`config.mk`:
```
export PLATFORM = sky130hd
export DESIGN_NAME = data_sram_bridge
export DESIGN_NICKNAME = d
export VERILOG_FILES = /design/src/rtl/data_sram_bridge.sv
export SDC_FILE = /design/constraint.sdc
export NUM_CORES = 1
export LEC_CHECK = 0
export BUFFER_PORTS_ARGS = -buffer_cell sky130_fd_sc_hd__buf_2
export CORE_UTILIZATION = 45
export CTS_CLUSTER_SIZE = 30
export DETAILED_ROUTE_END_ITERATION = 6
export PLACE_DENSITY = 0.87
export SLEW_MARGIN = 30
export SYNTH_ARGS = -nofsm -noshare
export SYNTH_HDL_FRONTEND = slang
export SYNTH_SLANG_ARGS = --single-unit
```
`constraint.sdc`:
```
create_clock -name clk -period 4 [get_ports clk]
set_clock_uncertainty 0.2 [all_clocks]
set_input_delay 0 -clock clk [delete_from_list [all_inputs] [get_ports clk]]
set_output_delay 0 -clock clk [all_outputs]
set_load 0.03 [all_outputs]
```
`src/rtl/data_sram_bridge.sv`:
```
// Memory-stage to SRAM-style data bus bridge: captures one pipeline access, stalls the stage
// until the bus completes, then returns load data for one non-stalled DONE cycle.
module data_sram_bridge #(
  parameter bit          KSEG_MAP = 1'b1,
  parameter int unsigned ADDR_W   = 32
) (
  input  logic              clk,
  input  logic              rst,
  input  logic              mem_en,
  input  logic [3:0]        mem_wstrb,
  input  logic [1:0]        mem_size,
  input  logic [31:0]       mem_addr,
  input  logic [31:0]       mem_wdata,
  output logic [31:0]       mem_rdata,
  output logic              mem_stall,
  output logic              bus_req,
  output logic              bus_wr,
  output logic [1:0]        bus_size,
  output logic [ADDR_W-1:0] bus_addr,
  output logic [3:0]        bus_wstrb,
  output logic [31:0]       bus_wdata,
  input  logic              bus_addr_ok,
  input  logic              bus_data_ok,
  input  logic [31:0]       bus_rdata
);

  typedef enum logic [1:0] {StIdle, StReq, StWait, StDone} state_e;

  state_e      state;
  logic [31:0] physAddr;

  // kseg0/kseg1 are unmapped windows onto the low 512 MiB of physical space.
  always_comb begin
    physAddr = mem_addr;
    if (KSEG_MAP && (mem_addr[31:29] == 3'b100 || mem_addr[31:29] == 3'b101)) begin
      physAddr = {3'b000, mem_addr[28:0]};
    end
  end

  assign mem_stall = mem_en && (state != StDone);

  always_ff @(posedge clk or posedge rst) begin
    if (rst) begin
      state     <= StIdle;
      bus_req   <= 1'b0;
      bus_wr    <= 1'b0;
      bus_size  <= 2'd0;
      bus_addr  <= '0;
      bus_wstrb <= 4'd0;
      bus_wdata <= 32'd0;
      mem_rdata <= 32'd0;
    end else begin
      unique case (state)
        StIdle: begin
          if (mem_en) begin
            bus_req   <= 1'b1;
            bus_wr    <= (mem_wstrb != 4'd0);
            bus_size  <= mem_size;
            bus_addr  <= ADDR_W'(physAddr);
            bus_wstrb <= mem_wstrb;
            bus_wdata <= mem_wdata;
            state     <= StReq;
          end
        end
        StReq: begin
          // Fields stay frozen until the slave accepts the request.
          if (bus_addr_ok) begin
            bus_req <= 1'b0;
            if (bus_data_ok) begin
              if (!bus_wr) mem_rdata <= bus_rdata;
              state <= StDone;
            end else begin
              state <= StWait;
            end
          end
        end
        StWait: begin
          if (bus_data_ok) begin
            if (!bus_wr) mem_rdata <= bus_rdata;
            state <= StDone;
          end
        end
        StDone: begin
          // The access still on mem_en here has been served; never reissue it.
          state <= StIdle;
        end
        default: state <= StIdle;
      endcase
    end
  end

endmodule

```
==> results.sh, run 1 <==
export IMPL_setup_viol=0
export IMPL_synth_ff_type="dfrtp_1"
export IMPL_grt_pass1_wl_um=17700
export IMPL_gp_congestion=0.737
export IMPL_synth_area_leaders="dfrtp_1 64%, mux2_2 27%, buf_6 2.7%"
export IMPL_rows=34
export IMPL_yosysSeqAreaShare=0.638
export IMPL_cts_tree="built"
export IMPL_worst_pin_slew_ps=927
export IMPL_grt_start_max_net_pins=75
export IMPL_critPathLaunch="state[1]$_DFFE_PP0P_"
export IMPL_cts_inserted_buffers=9
export IMPL_violations="DRC"
export IMPL_synth_nets=367
export IMPL_synth_warnings=0
export IMPL_yosysMostFrequentCell="dfrtp_1"
export IMPL_critPathLaunchType="flop"
export IMPL_async_flop_share=1.00
export IMPL_place_area_sq_um=5260
export IMPL_post_cts_buffers=0
export IMPL_cts_sinks=106
export IMPL_cts_max_level=3
export IMPL_cts_root_buffer="clkbuf_8"
export IMPL_drv_cap=0
export IMPL_drv_slew=0
export IMPL_cp_arrival_ps=2450
export IMPL_slowest_stage="dlygate4sd3_1"
export IMPL_ant_nets=0
export IMPL_fin_crit_ps=2360
export IMPL_start_util=0.470
export IMPL_nets=688
export IMPL_die_x_um=98.1
export IMPL_cellLeakagePower_uw=0.00318
export IMPL_required_ps=4080
export IMPL_p_per_area_nw_per_um2=829
export IMPL_die_area_sq_um=9630
export IMPL_peakVddDrop_v=0.000503
export IMPL_first_global_vias=3710
export IMPL_hold_viol=0
export IMPL_critical_path_cell_chain="inv_1 -> ha_1 -> nor2b_4 -> or4_1 -> o21ai_0 -> dlygate4sd3_1"
export IMPL_n_antenna_cell=0
export IMPL_drt_pass1_iter_count=6
export IMPL_synthesis_area_sq_um=4160
export IMPL_finalCritPeriodShare=0.591
export IMPL_die_h_um=98.1
export IMPL_hold_path_depth=4
export IMPL_synth_top_area_cell="dfrtp_1"
export IMPL_hold_class="in2reg"
export IMPL_layout_drive_gt1_share=0.569
export IMPL_cp_max_fo=6
export IMPL_tns_ps=0
export IMPL_fillerInstances=567
export IMPL_synth_top_area_frac=0.638
export IMPL_grt_overflow=0
export IMPL_r2r_start="state[1]$_DFFE_PP0P_"
export IMPL_syn2layout_area_growth_pct=56.9
export IMPL_antenna_found_initial=0
export IMPL_drtIter0Drc=66
export IMPL_vias=3294
export IMPL_synth_edf_count=0
export IMPL_end_kind="flop"
export IMPL_wl_per_cell_um=16.0
export IMPL_synth_cell_types=22
export IMPL_portBuffers=211
export IMPL_ioPinCount=212
export IMPL_setup_worst_path_class="reg2reg"
export IMPL_cts_buffer_depth=2
export IMPL_clkTransAtPathRegs_ps=100
export IMPL_core_area_sq_um=8850
export IMPL_synth_common_cells="106 x dfrtp_1, 99 x mux2_2, 10 x buf_6, 7 x nand2_1"
export IMPL_wl_um=11000
export IMPL_max_freq_ghz=0.423
export IMPL_fin_area_sq_um=6520
export IMPL_syn_inst=255
export IMPL_slew_headroom=0.382
export IMPL_via_per_inst=4.79
export IMPL_max_stage_delay_ps=610
export IMPL_synth_seq_cells=106
export IMPL_track_usage=0.236
export IMPL_outcome="finished, violations left"
export IMPL_insertion_delay_ps=340
export IMPL_rsz0062_at_grt="no"
export IMPL_syn_area_per_cell_sq_um=16.3
export IMPL_dpl_hpwl_um=6560
export IMPL_drc=16
export IMPL_min_from="mem_en"
export IMPL_ff2ff_path_depth=6
## cell families (layout without fill, tap and decap cells)
kind of cell	Yosys count	in the layout	synth area share
flip-flops	106	106	0.638
multiplexers	102	102	0.276
AND/OR/NAND/NOR	17	17	0.0253
buffers and inverters	16	341	0.0328
AO/OA/AOI/OAI	9	9	0.0129
adder cells (fa/ha/maj)	5	5	0.0150
## cells in the final DEF (no fill, tap or decap), drive strengths merged, types with 4 or more instances in the layout
cell / instances
clkbuf: 11
dlygate4sd3: 108
nand2: 7
nor2b: 4
ha: 5
o21ai: 5
inv: 5
dfrtp: 106
buf: 213
mux2: 101
## metrics by stage
step	worst slack [ps]	utilization	hold WS, ps	total power (uW)	std cells
2_1_floorplan	1010	-	-65.3	3890	255
3_3_place_gp	1800	0.594	-28.3	4550	565
3_5_place_dp	1740	0.594	-1.82	4660	565
4_1_cts	1690	0.737	10.9	5390	688
5_1_grt	1510	0.737	27.9	5700	688
6_report	1640	0.737	33.4	5400	688
## layer usage
metal	share of wire	track usage	routed length [um]	vias up
met5	0	0	0	-
met4	0.029	0.106	321	0
met3	0.069	0.0623	761	32
met2	0.53	0.433	5780	152
met1	0.38	0.254	4120	1579
li1	-	-	-	1531
## power breakdown
part / internal (uW) / switching (uW)
Clock: 288 / 345
Combinational: 1090 / 1770
Sequential: 1620 / 296
Total: 3000 / 2410
## registers in the layout (all words and copies together), names as in the netlist
register,flops
bus_addr,32
bus_wdata,32
mem_rdata,32
bus_wstrb,4
bus_size,2
state,2
bus_req,1
bus_wr,1
## path summary, 6_finish.rpt
check / to / slack [ps]
hold reg to reg: mem_rdata[11]$_DFFE_PP0P_ / 310
min in group asynchronous: bus_wdata[11]$_DFFE_PP0P_ / 140
setup reg to reg: state[0]$_DFFE_PP0P_ / 1640
hold / removal: state[1]$_DFFE_PP0P_ / 30
setup / recovery: state[0]$_DFFE_PP0P_ / 1640
max in group asynchronous: bus_addr[16]$_DFFE_PP0P_ / 2390
## cell type report
| type | instances | area, sq um | area share |
|---|---|---|---|
| sequential | 106 | 2650 | 0.407 |
| multi-input combinational | 133 | 1380 | 0.211 |
| tap | 108 | 135 | 0.0207 |
| clock buffer | 11 | 131 | 0.0201 |
| clock inverter | 4 | 53.8 | 0.00825 |
| inverter | 5 | 21.3 | 0.00326 |
| timing repair buffer | 321 | 2150 | 0.330 |
## what timing repair did
| action | CTS | global route |
|---|---|---|
| endpoints found under the hold margin | 165 | 0 |
| gates resized for setup | 0 | 0 |
| hold buffers | 108 | 0 |
## worst max-delay path: cells and delay by family, from the launching register on
kind                     cells  cell delay (ps)
adder cells (fa/ha/maj)      1              220
AO/OA/AOI/OAI                1              110
buffers and inverters        2              720
flip-flops                   1              420
AND/OR/NAND/NOR              2              640
No activity file was read; power rests on OpenSTA's default activity.
==> run 2, diff against run 1 <==
- CORE_UTILIZATION: 45 -> 41
- PLACE_DENSITY: 0.87 -> 0.84
- clock period: 4 -> 2.1 ns (I/O delays scaled with it)
==> results.sh, run 2 (synthesis gave the netlist of run 1 again) <==
export IMPL_outcome="finished, final reports clean"
export IMPL_max_freq_ghz=0.495
export IMPL_fin_area_sq_um=6710
export IMPL_core_area_sq_um=9820
export IMPL_reg2reg_slack_ps=80
export IMPL_fin_cells=724
export IMPL_grt_pass1_wl_um=16800
export IMPL_setup_viol=0
export IMPL_drc=0
export IMPL_die_area_sq_um=10500
export IMPL_wl_per_cell_um=15.7
export IMPL_peakVddDrop_v=0.000968
export IMPL_end_kind="flop"
export IMPL_reg_top3="bus_addr: 32 flops, bus_wdata: 32 flops, mem_rdata: 32 flops"
export IMPL_layout_drive_gt1_share=0.577
export IMPL_cts_buffer_depth=2
export IMPL_grt_overflow=0
export IMPL_track_usage=0.212
export IMPL_clkTransAtPathRegs_ps=90
export IMPL_drtIter0Drc=25
export IMPL_hold_slack_ps=68.8
export IMPL_cts_root_buffer="clkbuf_8"
export IMPL_final_cell_mix="211 x buf_2, 108 x dlygate4sd3_1, 106 x dfrtp_1"
export IMPL_first_global_vias=3631
export IMPL_n_antenna_cell=0
export IMPL_hold_viol=0
export IMPL_antenna_found_initial=0
export IMPL_max_stage_delay_ps=400
export IMPL_place_area_sq_um=5370
export IMPL_cts_resized=0
export IMPL_fillerInstances=695
export IMPL_slowest_stage="dfrtp_1"
export IMPL_drv_slew=0
export IMPL_cp_arrival_ps=2070
export IMPL_rows=36
export IMPL_syn2layout_area_growth_pct=61.3
export IMPL_cp_max_fo=16
export IMPL_drv_cap=0
export IMPL_finalCritPeriodShare=0.962
export IMPL_fin_crit_ps=2020
export IMPL_ioPinCount=212
export IMPL_gp_congestion=0.787
export IMPL_dpl_hpwl_um=6590
export IMPL_cellLeakagePower_uw=0.00326
export IMPL_critical_path_cell_chain="inv_1 -> ha_1 -> nand2_1 -> nor3_4 -> buf_4 -> buf_12 -> mux2_2"
export IMPL_dp_slack_ps=102
export IMPL_grt_start_max_net_pins=42
export IMPL_final_common_cell="buf_2"
export IMPL_via_per_inst=4.64
export IMPL_ant_nets=0
export IMPL_start_util=0.423
export IMPL_dp_cells=593
export IMPL_drt_pass1_iter_count=4
export IMPL_critPathLaunchType="flop"
export IMPL_reg2reg_to="mem_rdata[1]$_DFFE_PP0P_"
export IMPL_required_ps=2150
export IMPL_utilization=0.683
export IMPL_cts_tree="built"
export IMPL_ff2ff_path_depth=7
export IMPL_r2r_start="state[0]$_DFFE_PP0P_"
export IMPL_multiInputGateArea_sq_um=1370
export IMPL_cts_max_level=3
export IMPL_wl_um=11400
export IMPL_insertion_delay_ps=360
export IMPL_slew_headroom=0.574
export IMPL_worst_pin_slew_ps=638
export IMPL_hold_class="in2async"
export IMPL_cts_sinks=106
export IMPL_setup_slack_ps=80.1
export IMPL_nets=698
export IMPL_p_per_area_nw_per_um2=1550
export IMPL_setup_worst_path_class="reg2reg"
export IMPL_die_x_um=103
export IMPL_register_area_sq_um=2650
export IMPL_vias=3360
export IMPL_cts_inserted_buffers=9
export IMPL_portBuffers=211
export IMPL_die_h_um=103
[run 2: changes by cell type in the layout (fill, tap and decap cells not counted), sizes merged]
cell | previous run | this run
buf | 213 | 222
clkbuf | 11 | 15
clkinvlp | 2 | 1
inv | 5 | 4
clkinv | 1 | 2
bufinv | 1 | 0
[run 2: worst max path at each step]
| stage | start | end | slack, ps |
|---|---|---|---|
| 2_1_floorplan | state[1]$_DFFE_PP0P_ | mem_rdata[10]$_DFFE_PP0P_ | 210 |
| 3_3_place_gp | state[1]$_DFFE_PP0P_ | mem_rdata[3]$_DFFE_PP0P_ | 200 |
| 3_5_place_dp | state[1]$_DFFE_PP0P_ | mem_rdata[4]$_DFFE_PP0P_ | 100 |
| 4_1_cts | state[1]$_DFFE_PP0P_ | mem_rdata[4]$_DFFE_PP0P_ | 70 |
| 5_1_grt | state[0]$_DFFE_PP0P_ | mem_rdata[25]$_DFFE_PP0P_ | -4 |
| 6_report | state[0]$_DFFE_PP0P_ | mem_rdata[1]$_DFFE_PP0P_ | 80 |
[run 2: worst max-delay path: cells and delay by family, from the launching register on]
kind,cells,cell delay (ps)
flops,1,400
mux,1,340
fa+ha+maj,1,300
simple gates,2,260
buf+inv,3,380
[run 2: layout make-up]
cell class | count | share of cell area
sequential | 106 | 0.396
timing repair buffer | 331 | 0.345
multi-input combinational | 133 | 0.204
clock buffer | 14 | 0.0257
tap | 133 | 0.0248
inverter | 5 | 0.00336
clock inverter | 2 | 0.00149
[run 2: what timing repair did]
action,4_1_cts,5_1_grt
setup buffers,0,5
setup endpoints to repair,0,4
endpoints found under the hold margin,212,0
hold buffers,108,0
[run 2: stage by stage]
step / total power [uW] / TNS [ps]
after floorplan: 7420 / 0
after global placement: 8720 / 0
after detailed placement: 8930 / 0
after CTS: 10300 / 0
after global routing: 11000 / -4.98
final: 10400 / 0
[run 2: power by group]
group	switching, uW	leakage (uW)	internal (uW)
clock	652	0.0000965	527
combinational	3390	0.00191	2200
sequential	555	0.00125	3090
total	4590	0.00326	5820
[run 2: layer usage]
metal | vias up | part of all wire | GRT usage
met4 | 0 | 0.026 | 0.114
met1 | 1642 | 0.35 | 0.203
met5 | - | 0 | 0
met3 | 24 | 0.060 | 0.0488
li1 | 1553 | - | -
met2 | 141 | 0.56 | 0.414
==> run 3, diff against run 2 <==
- PLACE_DENSITY: 0.84 -> 0.76
==> results.sh, run 3 (synthesis gave the netlist of run 1 again) <==
export IMPL_rows=36
export IMPL_ff2ff_path_depth=6
export IMPL_first_global_vias=3515
export IMPL_cts_tree="built"
export IMPL_rsz0062_at_grt="no"
export IMPL_drc=0
export IMPL_seqPwrFrac=0.343
export IMPL_p_per_area_nw_per_um2=1590
export IMPL_reg2reg_slack_ps=90
export IMPL_tns_ps=0
export IMPL_track_usage=0.201
export IMPL_max_freq_ghz=0.498
export IMPL_reg_top3="bus_addr: 32 flops, bus_wdata: 32 flops, mem_rdata: 32 flops"
export IMPL_dpl_hpwl_um=6220
export IMPL_p_switching_uw=4580
export IMPL_start_util=0.423
export IMPL_cts_root_buffer="clkbuf_8"
export IMPL_wl_per_cell_um=15.1
export IMPL_nets=690
export IMPL_critPathLaunch="state[0]$_DFFE_PP0P_"
export IMPL_core_area_sq_um=9820
export IMPL_setup_viol=0
export IMPL_syn2layout_area_growth_pct=60.8
export IMPL_crit_end="mem_rdata[26]$_DFFE_PP0P_"
export IMPL_drv_slew=0
export IMPL_netSwitchingFraction=0.431
export IMPL_via_per_inst=4.62
export IMPL_peakVddDrop_v=0.000929
export IMPL_total_power_uw=10600
export IMPL_drtIter0Drc=67
export IMPL_power_internal_uw=6040
export IMPL_comb_power_share=0.514
export IMPL_final_cell_mix="211 x buf_2, 108 x dlygate4sd3_1, 106 x dfrtp_1"
export IMPL_hold_viol=0
export IMPL_clockPowerShare=0.144
export IMPL_fin_crit_ps=2010
export IMPL_fillerInstances=698
export IMPL_hold_slack_ps=143
export IMPL_cellLeakagePower_uw=0.00324
export IMPL_grt_start_max_net_pins=107
export IMPL_cts_sinks=106
export IMPL_hold_class="in2async"
export IMPL_r2r_start="state[0]$_DFFE_PP0P_"
export IMPL_end_kind="flop"
export IMPL_cp_arrival_ps=2060
export IMPL_cts_max_level=3
export IMPL_ant_nets=0
export IMPL_slew_headroom=0.627
export IMPL_drv_cap=0
export IMPL_ioPinCount=212
export IMPL_final_common_cell="buf_2"
export IMPL_cp_max_fo=32
export IMPL_grt_overflow=0
export IMPL_insertion_delay_ps=360
export IMPL_drt_pass1_iter_count=4
export IMPL_critPathLaunchType="flop"
export IMPL_cts_resized=0
export IMPL_required_ps=2150
export IMPL_finalCritPeriodShare=0.956
export IMPL_n_antenna_cell=0
export IMPL_grt_pass1_wl_um=15900
export IMPL_post_cts_buffers=0
export IMPL_reg2reg_to="mem_rdata[26]$_DFFE_PP0P_"
export IMPL_worst_pin_slew_ps=560
export IMPL_vias=3309
export IMPL_cts_buffer_depth=2
export IMPL_layout_drive_gt1_share=0.575
export IMPL_setup_worst_path_class="reg2reg"
export IMPL_die_h_um=103
export IMPL_die_x_um=103
export IMPL_outcome="finished, final reports clean"
export IMPL_die_area_sq_um=10500
export IMPL_portBuffers=211
export IMPL_cts_inserted_buffers=9
export IMPL_clkTransAtPathRegs_ps=90
export IMPL_gp_congestion=0.716
export IMPL_antenna_found_initial=0
export IMPL_wl_um=10800
-- run 3: area by class of cell --
class / instances / area, sq um / share of cell area
multi-input cells: 133 / 1380 / 0.206
repair buffers: 323 / 2220 / 0.332
well taps: 133 / 166 / 0.0249
inverters: 5 / 22.5 / 0.00337
clock inverters: 5 / 100 / 0.0150
flip-flops and latches: 106 / 2650 / 0.397
clock buffers: 11 / 151 / 0.0226
-- run 3: metrics by stage --
step	util	setup slack, ps	instance area [sq um]	std cells
final	0.681	91.5	6690	716
after global routing	0.681	18.3	6690	716
after CTS	0.681	93.1	6690	716
after detailed placement	0.545	113	5350	592
after global placement	0.545	191	5350	592
after floorplan	-	214	4160	255
-- run 3: how the worst min path moves through the flow --
stage | slack, ps | endpoint | from
global placement | 1 | mem_rdata[4]$_DFFE_PP0P_ | rst
CTS | 150 | bus_wdata[1]$_DFFE_PP0P_ | rst
detailed placement | 20 | mem_rdata[4]$_DFFE_PP0P_ | rst
floorplan | -70 | mem_rdata[11]$_DFFE_PP0P_ | bus_rdata[11]
global route | 180 | mem_rdata[11]$_DFFE_PP0P_ | bus_rdata[11]
finish | 140 | mem_rdata[30]$_DFFE_PP0P_ | rst
-- run 3: per-layer routing --
layer | global-route usage | wire length, um | vias up
met1 | 0.205 | 3950 | 1608
met3 | 0.0407 | 657 | 23
met2 | 0.386 | 5920 | 141
met5 | 0 | 0 | -
met4 | 0.104 | 272 | 0
li1 | - | - | 1537
-- run 3: timing repair --
action                                  CTS  global route
endpoints found under the hold margin   212             0
endpoints found under the setup margin    0             0
hold buffers                            108             0
-- run 3: worst max-delay path, stage by stage (launching register included) --
cell and delay, ps:
dfrtp_1 450, inv_1 100, ha_1 300, nand2_1 90
nor3_4 160, buf_12 230, mux2_2 360
-- run 3: power groups by stage --
stage | logic [uW] | clock network (uW) | registers [uW]
finish | 5450 | 1530 | 3640
global route | 5760 | 1640 | 3770
CTS | 5440 | 1570 | 3600
detailed placement | 5270 | 0 | 3640
global placement | 5160 | 0 | 3580
floorplan | 1730 | 0 | 5690
